## src/rtl/alu_mul_sequencer.sv

```systemverilog
// Shift-and-add unsigned multiplier that borrows the shared ALU for its adds.
// While o_alu_own is high the top level routes o_alu_* into the ALU.
module alu_mul_sequencer #(
    parameter int                      WIDTH        = 8,
    parameter int                      ALU_OP_WIDTH = 4,
    parameter logic [ALU_OP_WIDTH-1:0] ALU_ADD      = ALU_OP_WIDTH'(1),
    parameter logic [ALU_OP_WIDTH-1:0] ALU_CHK      = ALU_OP_WIDTH'(9)
) (
    input  logic                    clk,
    input  logic                    rst,
    input  logic                    clk_en,
    input  logic                    i_start,
    input  logic [WIDTH-1:0]        i_multiplicand,
    input  logic [WIDTH-1:0]        i_multiplier,
    output logic                    o_busy,
    output logic                    o_done,
    output logic [WIDTH-1:0]        o_product_hi,
    output logic [WIDTH-1:0]        o_product_lo,
    output logic                    o_alu_own,
    output logic [ALU_OP_WIDTH-1:0] o_alu_op,
    output logic [WIDTH-1:0]        o_alu_a,
    output logic [WIDTH-1:0]        o_alu_t,
    output logic                    o_alu_latch_flags,
    input  logic [WIDTH-1:0]        i_alu_data,
    input  logic                    i_alu_carry
);

    localparam int CW = (WIDTH > 2) ? $clog2(WIDTH) : 1;

    typedef enum logic [1:0] {
        S_IDLE,
        S_ADD,
        S_SHIFT,
        S_FLAGS
    } state_t;

    state_t           state;
    logic [WIDTH-1:0] hi;
    logic [WIDTH-1:0] lo;
    logic [WIDTH-1:0] m;
    logic [WIDTH-1:0] sum;
    logic [CW-1:0]    count;

    always_ff @(posedge clk) begin
        if (rst) begin
            state        <= S_IDLE;
            hi           <= '0;
            lo           <= '0;
            m            <= '0;
            sum          <= '0;
            count        <= '0;
            o_busy       <= 1'b0;
            o_done       <= 1'b0;
            o_product_hi <= '0;
            o_product_lo <= '0;
        end else if (clk_en) begin
            o_done <= 1'b0;
            case (state)
                S_IDLE: begin
                    if (i_start) begin
                        hi     <= '0;
                        lo     <= i_multiplier;
                        m      <= i_multiplicand;
                        count  <= '0;
                        o_busy <= 1'b1;
                        state  <= S_ADD;
                    end
                end
                S_ADD: begin
                    sum   <= i_alu_data;
                    state <= S_SHIFT;
                end
                S_SHIFT: begin
                    // Carry was latched by the ALU on the ADD edge.
                    {hi, lo} <= {i_alu_carry, sum, lo[WIDTH-1:1]};
                    if (count == CW'(WIDTH - 1)) begin
                        state <= S_FLAGS;
                    end else begin
                        count <= count + CW'(1);
                        state <= S_ADD;
                    end
                end
                S_FLAGS: begin
                    o_product_hi <= hi;
                    o_product_lo <= lo;
                    o_done       <= 1'b1;
                    o_busy       <= 1'b0;
                    state        <= S_IDLE;
                end
                default: state <= S_IDLE;
            endcase
        end
    end

    assign o_alu_own = o_busy;

    // FLAGS runs a CHK on LO so the ALU flags end up describing the low half.
    always_comb begin
        o_alu_op          = ALU_CHK;
        o_alu_a           = '0;
        o_alu_t           = '0;
        o_alu_latch_flags = 1'b0;
        case (state)
            S_ADD: begin
                o_alu_op          = ALU_ADD;
                o_alu_a           = hi;
                o_alu_t           = lo[0] ? m : '0;
                o_alu_latch_flags = 1'b1;
            end
            S_FLAGS: begin
                o_alu_a           = lo;
                o_alu_latch_flags = 1'b1;
            end
            default: ;
        endcase
    end

endmodule

```

## config.mk

```make
export PLATFORM = sky130hd
export DESIGN_NAME = alu_mul_sequencer
export DESIGN_NICKNAME = d
export VERILOG_FILES = /design/src/rtl/alu_mul_sequencer.sv
export SDC_FILE = /design/constraint.sdc
export NUM_CORES = 1
export LEC_CHECK = 0
export BUFFER_PORTS_ARGS = -buffer_cell sky130_fd_sc_hd__buf_2
export CAP_MARGIN = 20
export CORE_MARGIN = 2
export CORE_UTILIZATION = 35
export DETAILED_ROUTE_END_ITERATION = 7
export GPL_ROUTABILITY_DRIVEN = 0
export SKIP_LAST_GASP = 1
export SLEW_MARGIN = 30
export SYNTH_ARGS = -nofsm -noshare
export SYNTH_HDL_FRONTEND = slang
export SYNTH_SLANG_ARGS = --single-unit
```

## constraint.sdc

```tcl
create_clock -name clk -period 1.7 [get_ports clk]
set_clock_uncertainty 0.05 [all_clocks]
set_input_delay 0.34 -clock clk [delete_from_list [all_inputs] [get_ports clk]]
set_output_delay 0.34 -clock clk [all_outputs]
set_load 0.01 [all_outputs]
```

==> After elaboration in Yosys (flattened, before gate mapping) <==
Index checks and enable logic that the tools add are counted.
{ "op_classes": {"addsub": 1, "n_mul": 0, "div_mod_pow": 0, "n_lt_le_gt_ge": 0, "eq_ne": 6, "shifts": 0, "muxes": 18, "bitwise_logic": 0, "n_reduce_logical": 11} }
{ "ops": {"columns": ["operator", "n"], "rows": [
  ["case mux 8 bit (2 select lines)", 3],
  ["two-way mux 8 bit", 4],
  ["AND reduction 3 bit", 3],
  ["case mux 2 bit (4 select lines)", 1],
  ["two-way mux 3 bit", 2],
  ["case mux 3 bit (2 select lines)", 1],
  ["AND reduction 2 bit", 3],
  ["equality test 2 bit (second input constant)", 2],
  ["two-way mux 2 bit", 2],
  ["two-way mux 4 bit", 1],
  ["!= test 2 bit (second input constant)", 2],
  ["AND reduction 4 bit", 1],
  ["nonzero test 2 bit", 2],
  ["adder 3 x 1 -> 3 bit (second input constant)", 1],
  ["equality test 3 bit (second input constant)", 1],
  ["two-way mux 1 bit", 3],
  ["equality test 2 x 1 -> 1 bit (second input constant)", 1],
  ["logical NOT 2 bit", 1],
  ["case mux 1 bit (2 select lines)", 1],
  ["OR reduction 2 bit", 1]
]} }
{ "totals": {"register_bits": 55, "latchBits": 0, "ram_bits": 0, "mem_bits_ro": 0, "in_bits": 29, "out_inout_bits": 40, "wordCells": 46, "n_memories": 0} }

==> Logic depth before layout (Yosys ltp) <==
Gate-level depths: netlist (run 1).
{ "depth": {"depth_word": 3, "ltp_mapped": 5, "depth_no_buf": 5} }

==> Worst setup path before layout (run 1) <==
No wires, ideal clock.
{ "synth_path": {"kind": "reg2out", "from": "reg state[1]", "to": "out o_alu_t[0]", "t_arrival_ns": 1.024, "required_ns": 1.310, "setup_slack_ns": 0.286, "stages_incl_launch_ff": 5, "n_path_buf": 1, "path_cell_list": "dfxtp_1 buf_6 nand2b_1 nor2_2 and2_1"} }
{ "synth_between": {"elab_chain_len": 2} }
{ "synth_rtl": {"columns": ["element", "line_no", "source"], "rows": [
  ["start, declared", "37", "state_t state;"],
  ["start signal, assigned", "46", "state <= S_IDLE;"],
  ["start signal, assigned", "66", "state <= S_ADD;"],
  ["start signal, assigned", "71", "state <= S_SHIFT;"],
  ["equality test 2 x 1 -> 1 bit", "103", "case (state)"],
  ["two-way mux 8 bit", "103", null],
  ["end, declared", "22", "output logic [WIDTH-1:0] o_alu_t,"]
]} }
Every way passes these cells.

==> Worst setup path in the final report (run 1) <==
{ "layout_path": {"from": "reg state[1]", "to": "out o_alu_a[4]"} }
{ "layout_between": {"elab_chain_len": 2, "word_cells_on_any_way": 3, "classes_between": "2 x eq/ne; 1 x mux"} }
{ "layout_rtl": {"columns": ["element", "line_no", "source"], "rows": [
  ["equality test 2 bit or equality test 2 x 1 -> 1 bit (tied branches)", "103", null],
  ["case mux 8 bit (2 select lines) *", "103", null],
  ["end, declared", "21", "output logic [WIDTH-1:0] o_alu_a,"]
]} }
Mark *: on every way between the ends. The rest lies on a longest branch, timed or not.

==> results of run 1 <==
==> through the flow <==
stage | hold WS (ns) | cells | setup TNS [ns] | util
2_1_floorplan | 0.3860 | 277 | 0 | -
3_3_place_gp | 0.3928 | 423 | 0 | 0.4196
3_5_place_dp | 0.3945 | 423 | 0 | 0.4196
4_1_cts | 0.1851 | 430 | 0 | 0.4330
5_1_grt | 0.1923 | 430 | -0.04566 | 0.4359
6_report | 0.1933 | 430 | 0 | 0.4359
==> kinds of logic after synthesis <==
logic type,after synthesis,share of synthesized area
flip-flops,55,0.4418
other,2,0.003013
multiplexers,32,0.1285
AO/OA/AOI/OAI,60,0.1496
buffers and inverters,28,0.06777
AND/OR/NAND/NOR,97,0.1993
adder cells (fa/ha/maj),2,0.01004
==> worst max-delay path: cells and delay by family, from the launching register on <==
kind	cells	cell delay, ns
flip-flops	1	0.37
AND/OR/NAND/NOR	1	0.15
multiplexers	1	0.12
buffers and inverters	2	0.30
==> power by group <==
group          leakage (nW)  switching, mW  internal (mW)
Clock                0.0440          0.427          0.283
Sequential            0.448         0.0392           1.33
Combinational         0.801          0.154          0.123
==> layout by cell type (no fill, tap or decap), drive strengths merged <==
cell and instances:
o21ai 9, and3b 2, or2 1, a311oi 1
a31oi 1, buf 77, clkinv 2, and2 8
inv 1, a21oi 38, nand2b 5, mux2i 32
nor2 20, nand4b 2, and4bb 2, nor2b 9
and2b 1, nand2 43, a211oi 8, nand3 1
and3 1, clkbuf 5, ha 2, conb 3
o31ai 3, dfxtp 55, nand3b 2
==> flip-flops by register name (all words and copies together), names as in the netlist <==
signal,flops
m,8
count,3
o_product_lo,8
hi,8
sum,8
o_product_hi,8
o_alu_own,1
lo,8
o_done,1
state,2
==> final cells by class <==
class / count / area, µm² / share of cell area
flip-flops and latches: 55 / 1110 / 0.3727
clock buffers: 5 / 68.82 / 0.02311
clock inverters: 2 / 13.76 / 0.004622
repair buffers: 77 / 422.9 / 0.1420
multi-input cells: 194 / 1239 / 0.4160
well taps: 96 / 120.1 / 0.04034
inverters: 1 / 3.754 / 0.001261
==> per-layer routing <==
| layer | vias to the layer above | track usage | wire [µm] |
|---|---|---|---|
| met5 | - | 0 | 0 |
| met2 | 69 | 0.2543 | 2783 |
| li1 | 1038 | - | - |
| met4 | 0 | 0.05510 | 82 |
| met1 | 1013 | 0.2098 | 2746 |
| met3 | 5 | 0.03358 | 337 |
==> path summary, 6_finish.rpt <==
path                     endpoint  slack, ns  cells after the start
setup / recovery       o_alu_a[4]       0.06                      4
hold / removal           state[0]       0.19                      2
setup reg to reg         count[0]       0.20                      4
hold reg to reg   o_product_hi[0]       0.41                      2
==> what timing repair did <==
action                     CTS  global route
setup endpoints to repair   14            13
gates resized for setup      4             5
pin swaps                    0             3
hold endpoints to repair     0             0
==> impl_metrics.py, run 1 <==
metrics = {
    "cts": {
        "tritoncts": "yes",
        "htreeDepth": 2,
        "cts_setup_buffers": 0,
        "root_buffer": "clkbuf_8",
        "path_clk_slew_ns": 0.09,
        "cts.sinks": 55,
        "cts-buffers-inserted": 5,
        "insertion_delay_ns": 0.31,
        "clockBufferDepth": 2,
        "hold_buffers": 0,
    },
    "setup_path": {
        "crit_path_max_incr_delay_ns": 0.37,
        "crit_chain": "buf_4, mux2i_1, nor2b_1, buf_2",
        "critPathMaxFanout": 5,
        "end_kind": "output port",
        "crit_start": "state[1]",
        "path_class": "reg2out",
        "critical_path_required_ns": 1.31,
        "startpoint_type": "register",
        "arrival_ns": 1.25,
        "cp_slowest_cell": "dfxtp_4",
        "rr_startpoint": "state[0]",
    },
    "route": {
        "wl_um": 5949,
        "post_drt_wl_per_cell_um": 13.83,
        "post-route-drc-count": 0,
        "ant_nets": 0,
        "drt_iter0_markers": 116,
        "vias_per_cell": 4.942,
        "routed-via-count": 2125,
        "drtPass1Iterations": 4,
    },
    "power": {
        "ir_drop_uv": 334.2,
        "power_mw": 2.352,
        "cellPowerDensity_nw_per_um2": 790.0,
        "leakage_nw": 1.293,
    },
    "sta": {
        "setup_viol_count_final": 0,
        "final-hold-violation-count": 0,
        "rsz0062_at_grt": "true",
        "drv_slew": 0,
        "max_freq_ghz": 0.6089,
        "worst_slack_ns": 0.05762,
        "period_share": 0.9661,
        "fin_crit_ns": 1.642,
    },
    "placed_design": {
        "hpwl_um": 4272,
        "dp_slack_ns": 0.1552,
        "port_buffers": 65,
        "placed_area_um2": 2867,
    },
    "die": {
        "top_level_ports": 69,
        "num_rows": 30,
        "die_area_um2": 7812,
        "die-height_um": 88.39,
        "start_util": 0.3648,
        "coreArea_um2": 6832,
        "die_x_um": 88.39,
    },
    "cells_and_area": {
        "drive_gt1_frac": 0.2994,
        "nFillCells": 722,
        "fin_nets": 365,
        "syn_to_final_growth_pct": 19.48,
        "antenna_cells": 0,
        "stdcell_area_um2": 2978,
    },
    "yosys": {
        "ys_seq_area_frac": 0.4418,
        "syn-instance-count": 276,
        "syn_avg_cell_area_um2": 9.030,
        "yosysTopAreaCellShare": 0.4418,
        "ys_top_cells_by_count": "dfxtp_1 (55), nand2_1 (43), a21oi_1 (38), mux2i_1 (32), nor2_1 (17)",
        "yosysWarnings": 0,
        "synthArstFlopShare": 0,
        "synth_most_common_cell": "dfxtp_1",
        "ys_types": 31,
        "yosys.area.top_type": "dfxtp_1",
        "synth.area.top_cells": "dfxtp_1 (44%), mux2i_1 (13%), a21oi_1 (7.6%)",
        "synth_edf_count": 0,
        "synth_ff_type": "dfxtp_1",
        "ys_ff_latch": 55,
        "synth_area_um2": 2492,
    },
    "global_route": {
        "grt_max_degree": 29,
        "grt_use_total": 0.1577,
        "antenna_found_initial": 0,
        "grt_first_pass_wirelength_um": 9528,
        "overflow": 0,
        "grt_pass1_vias": 1973,
    },
    "outcome": {
        "outcome": "complete, no violations",
    },
    "min_path": {
        "min_from": "rst",
        "hp-class": "in2reg",
    },
    "flow_run": {
        "drv_cap": 0,
    },
}
Note: power is estimated with default switching activity, not from simulation.
==> inputs of run 2 (changes only) <==
--- a/config.mk
+++ b/config.mk
@@ -7,6 +7,7 @@
 export LEC_CHECK = 0
 export BUFFER_PORTS_ARGS = -buffer_cell sky130_fd_sc_hd__buf_2
 export CAP_MARGIN = 20
+export CORE_ASPECT_RATIO = 2
 export CORE_MARGIN = 2
 export CORE_UTILIZATION = 35
 export DETAILED_ROUTE_END_ITERATION = 7
==> run 2 against run 1 <==
  * Non-clock buffer count rose by 6
  * Hold slack improved by 0.026 ns
  * First-iteration DRC count fell by 10%
  * Wire length rose by 1.7%
  * Flip-flop and latch count did not move
  * Critical path depth did not move
  * Global-route usage rose by 0.093 points
  * Setup slack got worse by 0.033 ns
  * Clock power rose by 86%
  * Sequential share of layout area fell by 2.8 points
  * Core utilization rose by 2.8 points
  * Sequential power barely moved
  * Critical endpoint is now o_alu_a[5]
==> impl_metrics.py, run 2 (synthesis results as in run 1) <==
metrics = {
    "power": {
        "leakage_nw": 1.395,
        "ir_drop_uv": 563.0,
        "power_mw": 2.996,
        "cellPowerDensity_nw_per_um2": 930.6,
    },
    "global_route": {
        "busiest_layer": "met2",
        "grt_pass1_vias": 1975,
        "antenna_found_initial": 0,
        "overflow": 0,
        "grt_use_total": 0.1586,
        "grt_use_met2": 0.2947,
        "grt_first_pass_wirelength_um": 9549,
        "met1_usage": 0.1655,
        "grt_max_degree": 25,
        "use_met3": 0.02912,
    },
    "route": {
        "wl_um": 6050,
        "ant_nets": 0,
        "post_drt_wl_per_cell_um": 14.04,
        "post-route-drc-count": 0,
        "drtPass1Iterations": 4,
        "routed-via-count": 2090,
        "drt_iter0_markers": 104,
        "vias_per_cell": 4.849,
    },
    "setup_path": {
        "rr_startpoint": "count[0]",
        "cp_slowest_cell": "dfxtp_4",
        "path_class": "reg2out",
        "crit_chain": "buf_12, mux2i_4, nor2b_4, buf_2",
        "startpoint_type": "register",
        "r2r_cells": 5,
        "end_kind": "output port",
        "crit_path_max_incr_delay_ns": 0.38,
        "worst-path-buf-inv": 2,
        "r2r_slack_ns": 0.26,
        "critical_path_required_ns": 1.31,
        "critPathMaxFanout": 12,
        "worstReg2RegEnd": "count[1]",
        "critical_path.top_delay_family": "flip-flops",
        "arrival_ns": 1.29,
    },
    "cells_and_area": {
        "layout_common_cells": "buf_2 (64), dfxtp_1 (53), nand2_1 (43), a21oi_1 (38), mux2i_1 (30)",
        "syn_to_final_growth_pct": 29.17,
        "antenna_cells": 0,
        "drive_gt1_frac": 0.3372,
        "stdcell_count": 431,
        "fin_nets": 371,
        "stdcell_area_um2": 3219,
        "final_common_cell": "buf_2",
    },
    "cts": {
        "root_buffer": "clkbuf_16",
        "insertion_delay_ns": 0.30,
        "hold_buffers": 0,
        "tritoncts": "yes",
        "cts_setup_buffers": 0,
        "path_clk_slew_ns": 0.07,
        "htreeDepth": 2,
        "cts-buffers-inserted": 5,
        "cts.sinks": 55,
        "clockBufferDepth": 2,
    },
    "sta": {
        "max_freq_ghz": 0.5967,
        "rsz0062_at_grt": "true",
        "hold_ws_ns": 0.2194,
        "tightest_slew_ns": 0.5506,
        "tns_ns": 0,
        "drv_slew": 0,
        "fin_crit_ns": 1.676,
        "period_share": 0.9857,
        "maxSlewHeadroom": 0.6329,
        "final-hold-violation-count": 0,
        "setup_viol_count_final": 0,
    },
    "die": {
        "die_x_um": 63.67,
        "start_util": 0.3591,
        "num_rows": 43,
        "die_area_um2": 7853,
        "die-height_um": 123.3,
        "coreArea_um2": 6940,
        "top_level_ports": 69,
    },
    "placed_design": {
        "port_buffers": 65,
        "dp.cells": 422,
        "placed_area_um2": 2922,
        "hpwl_um": 4518,
    },
    "min_path": {
        "min_to": "sum[0]",
        "hold-path-cell-count": 3,
        "hp-class": "in2reg",
        "min_from": "i_alu_data[0]",
    },
    "outcome": {
        "outcome": "complete, no violations",
    },
    "flow_run": {
        "drv_cap": 0,
    },
}
run 2: cell count changes in the layout (fill, tap and decap cells not counted), moves of 2 or more:
cell	previous run	this run
nor2b_1	9	3
clkbuf_16	0	5
clkbuf_8	5	0
nor2b_2	0	5
buf_4	10	13
buf_12	0	2
bufinv_16	0	2
mux2i_1	32	30
run 2: what timing repair did:
item / CTS / global route
hold endpoints to repair: 0 / 0
gates resized for setup: 11 / 9
gates cloned: 1 / 0
endpoints found under the setup margin: 15 / 11
pin swaps: 1 / 2
run 2: power breakdown:
group / switching [mW] / total, mW / internal, mW
logic: 0.166 / 0.316 / 0.150
registers: 0.0338 / 1.36 / 1.33
clock network: 0.476 / 1.32 / 0.844
total: 0.676 / 3.00 / 2.32
run 2: how the worst max path moves through the flow:
stage                         from         endpoint  cells past startpoint
after floorplan           state[1]       o_alu_t[0]                      4
after global routing      state[1]       o_alu_a[5]                      4
after CTS                 state[1]       o_alu_t[7]                      4
after detailed placement  state[0]  o_product_lo[1]                      5
after global placement    state[1]       o_alu_t[7]                      4
final                     state[1]       o_alu_a[5]                      4
run 2: through the flow:
| step | utilization | setup WS [ns] |
|---|---|---|
| 3_3_place_gp | 0.4209 | 0.2430 |
| 4_1_cts | 0.4584 | 0.02381 |
| 6_report | 0.4639 | 0.02425 |
| 3_5_place_dp | 0.4209 | 0.2231 |
| 2_1_floorplan | - | 0.2864 |
| 5_1_grt | 0.4639 | -0.02729 |
run 2: routing by layer:
| layer | wire length (µm) | part of all wire |
|---|---|---|
| met1 | 2345 | 0.39 |
| met2 | 3286 | 0.54 |
| met3 | 241 | 0.040 |
| met4 | 176 | 0.029 |
| met5 | 0 | 0 |
run 2: area by class of cell:
type / count / area, µm²
Inverter: 1 / 3.754
Tap cell: 90 / 112.6
Multi-Input combinational cell: 194 / 1277
Clock inverter: 3 / 67.56
Timing Repair Buffer: 83 / 524.3
Fill cell: 696 / 3721
Clock buffer: 5 / 125.1
Sequential cell: 55 / 1109
run 2: tightest hold or removal path: cells and delay by family:
kind,cells,cell delay (ns)
buf+inv,1,0.07
mux,1,0.05
simple gates,1,0.07
==> inputs of run 3 (changes only) <==
--- a/config.mk
+++ b/config.mk
@@ -5,10 +5,9 @@
 export SDC_FILE = /design/constraint.sdc
 export NUM_CORES = 1
 export LEC_CHECK = 0
+export ABC_AREA = 1
 export BUFFER_PORTS_ARGS = -buffer_cell sky130_fd_sc_hd__buf_2
 export CAP_MARGIN = 20
-export CORE_ASPECT_RATIO = 2
-export CORE_MARGIN = 2
 export CORE_UTILIZATION = 35
 export DETAILED_ROUTE_END_ITERATION = 7
 export GPL_ROUTABILITY_DRIVEN = 0
==> run 3 against run 2 <==
  * The flow now finishes with violations (design-rule violations)
  * Global-route usage up 1.4 points
  * Register-to-register slack lost 0.04 ns
  * Non-clock buffer count grew 1
  * Clock-buffer cell count increased by 1
  * Maximum frequency shrank 0.70%
  * Die area shrank 8.6%
  * Critical path type unchanged
  * Highest routed layer unchanged
==> impl_metrics.py, run 3 <==
metrics = {
    "yosys": {
        "synth_edf_count": 0,
        "syn-instance-count": 345,
        "yosysTopAreaCellShare": 0.4595,
        "ys_ff_latch": 55,
        "synth_ff_type": "dfxtp_1",
        "ys_top_cells_by_count": "nand2_1 (65), dfxtp_1 (55), o21ai_0 (53), nor2_1 (46), a21oi_1 (37)",
        "synth.area.top_cells": "dfxtp_1 (46%), o21ai_0 (11%), nand2_1 (10%)",
        "yosysWarnings": 0,
        "syn_avg_cell_area_um2": 6.945,
        "synth_area_um2": 2396,
        "ys_types": 20,
        "yosys.area.top_type": "dfxtp_1",
        "ys_seq_area_frac": 0.4595,
        "synth_most_common_cell": "nand2_1",
        "synthArstFlopShare": 0,
    },
    "sta": {
        "max_freq_ghz": 0.5926,
        "hold_ws_ns": 0.2020,
        "worst_slack_ns": 0.01244,
        "drv_slew": 0,
        "setup_viol_count_final": 0,
        "period_share": 0.9927,
        "final-hold-violation-count": 0,
        "tns_ns": 0,
        "rsz0062_at_grt": "true",
        "fin_crit_ns": 1.688,
    },
    "cts": {
        "tritoncts": "yes",
        "hold_buffers": 0,
        "clockBufferDepth": 2,
        "htreeDepth": 2,
        "cts-buffers-inserted": 5,
        "root_buffer": "clkbuf_8",
        "insertion_delay_ns": 0.31,
        "path_clk_slew_ns": 0.10,
        "cts.sinks": 55,
    },
    "route": {
        "wl_um": 5892,
        "drtPass1Iterations": 8,
        "drt_iter0_markers": 108,
        "routed-via-count": 2348,
        "vias_per_cell": 4.753,
        "ant_nets": 0,
        "post-route-drc-count": 6,
        "post_drt_wl_per_cell_um": 11.93,
    },
    "power": {
        "power_mw": 2.607,
        "p_int_mw": 1.946,
        "switching_share": 0.2538,
        "switchingPower_mw": 0.6616,
        "ir_drop_uv": 305.5,
        "leakage_nw": 1.351,
        "comb_power_share": 0.130,
        "cellPowerDensity_nw_per_um2": 856.8,
        "clkPwrFrac": 0.347,
        "p_seq_frac": 0.523,
    },
    "cells_and_area": {
        "drive_gt1_frac": 0.2758,
        "syn_to_final_growth_pct": 27.00,
        "antenna_cells": 0,
        "stdcell_area_um2": 3043,
        "final_common_cell": "buf_2",
        "layout_common_cells": "buf_2 (65), nand2_1 (62), dfxtp_1 (53), o21ai_0 (46), nor2_1 (40)",
        "fin_nets": 447,
    },
    "flow_run": {
        "drv_cap": 0,
    },
    "placed_design": {
        "hpwl_um": 4238,
        "dp_slack_ns": 0.09847,
        "placed_area_um2": 2826,
        "port_buffers": 65,
    },
    "setup_path": {
        "worstReg2RegEnd": "hi[6]",
        "r2r_slack_ns": 0.22,
        "critical_path_required_ns": 1.31,
        "rr_startpoint": "state[0]",
        "arrival_ns": 1.30,
        "startpoint_type": "register",
        "path_class": "reg2out",
        "critPathMaxFanout": 8,
        "r2r_cells": 6,
        "end_kind": "output port",
    },
    "global_route": {
        "grt_max_degree": 34,
        "antenna_found_initial": 0,
        "grt_first_pass_wirelength_um": 9763,
        "grt_use_total": 0.1726,
        "grt_pass1_vias": 2065,
        "overflow": 0,
    },
    "die": {
        "die-height_um": 84.74,
        "die_x_um": 84.74,
        "coreArea_um2": 6495,
        "top_level_ports": 69,
        "die_area_um2": 7181,
        "num_rows": 29,
        "start_util": 0.3689,
    },
    "outcome": {
        "outcome": "finished with violations",
        "violations": "design-rule violations",
    },
    "min_path": {
        "hold-path-cell-count": 3,
        "min_to": "m[7]",
        "hp-class": "in2reg",
        "min_from": "i_multiplicand[7]",
    },
}
==> run 3: cell count changes after synthesis, sizes merged, moves of 12 or more <==
| cell | previous run | this run |
|---|---|---|
| o21ai | 9 | 60 |
| inv | 1 | 39 |
| mux2i | 32 | 0 |
| nor2 | 20 | 49 |
| nand2 | 43 | 66 |
| nand3 | 1 | 13 |
==> run 3: layer usage <==
layer	share of wire	vias up	track usage	wire length, µm
met5	0	-	0	0
li1	-	1234	-	-
met4	0.013	0	0.05547	78
met2	0.45	62	0.2668	2647
met3	0.059	6	0.04031	349
met1	0.48	1046	0.2381	2815
==> run 3: cell families (layout without fill, tap and decap cells) <==
group	Yosys count	in the layout	synth area share
AOI/OAI and AO/OA	97	97	0.2057
adders and majority gates	2	2	0.01044
buffers and inverters	60	131	0.1050
DFF	55	55	0.4595
other	2	3	0.003134
and+or+nand+nor	129	129	0.2162
==> run 3: worst max-delay path by stage <==
| stage | startpoint | endpoint | slack, ns | cells after the start |
|---|---|---|---|---|
| after global placement | state[0] | o_alu_t[7] | 0.16 | 5 |
| after CTS | state[0] | o_alu_a[2] | -0.008 | 6 |
| after floorplan | state[0] | o_alu_a[0] | 0.30 | 5 |
| final | state[0] | o_alu_a[5] | 0.01 | 6 |
| after detailed placement | state[0] | o_alu_t[7] | 0.1 | 5 |
| after global routing | state[0] | o_alu_a[0] | -0.03 | 6 |
==> run 3: area by class of cell <==
cell class / count / area, µm²
Fill cell: 691 / 3452
Sequential cell: 55 / 1106
Multi-Input combinational cell: 231 / 1081
Timing Repair Buffer: 84 / 488.0
Inverter: 39 / 153.9
Tap cell: 77 / 96.34
Clock buffer: 6 / 82.58
Clock inverter: 2 / 35.03
==> run 3: critical path, cell delays in order, from the launching register on <==
cell and delay, ns:
dfxtp_4 0.40, inv_6 0.04, nor2_4 0.10, buf_6 0.15
nand2_1 0.05, o21ai_1 0.10, buf_2 0.16
==> run 3: what timing repair did <==
action                     in CTS  in global routing
cloned                          0                  0
gates resized for setup         9                 18
hold endpoints to repair        0                  0
setup endpoints to repair      17                 16
buffers inserted                5                  1
pin swaps                       1                  1
==> run 3: per-stage QoR <==
| stage | cells | utilization |
|---|---|---|
| floorplan | 346 | - |
| global placement | 480 | 0.4352 |
| detailed placement | 480 | 0.4352 |
| CTS | 493 | 0.4621 |
| global route | 494 | 0.4685 |
| finish | 494 | 0.4685 |
==> run 3: power groups by stage <==
stage | combinational, mW | sequential [mW] | clock (mW)
2_1_floorplan | 0.206 | 1.39 | 0
3_3_place_gp | 0.306 | 1.39 | 0
4_1_cts | 0.330 | 1.36 | 0.920
5_1_grt | 0.384 | 1.37 | 0.983
3_5_place_dp | 0.307 | 1.39 | 0
6_report | 0.338 | 1.36 | 0.906
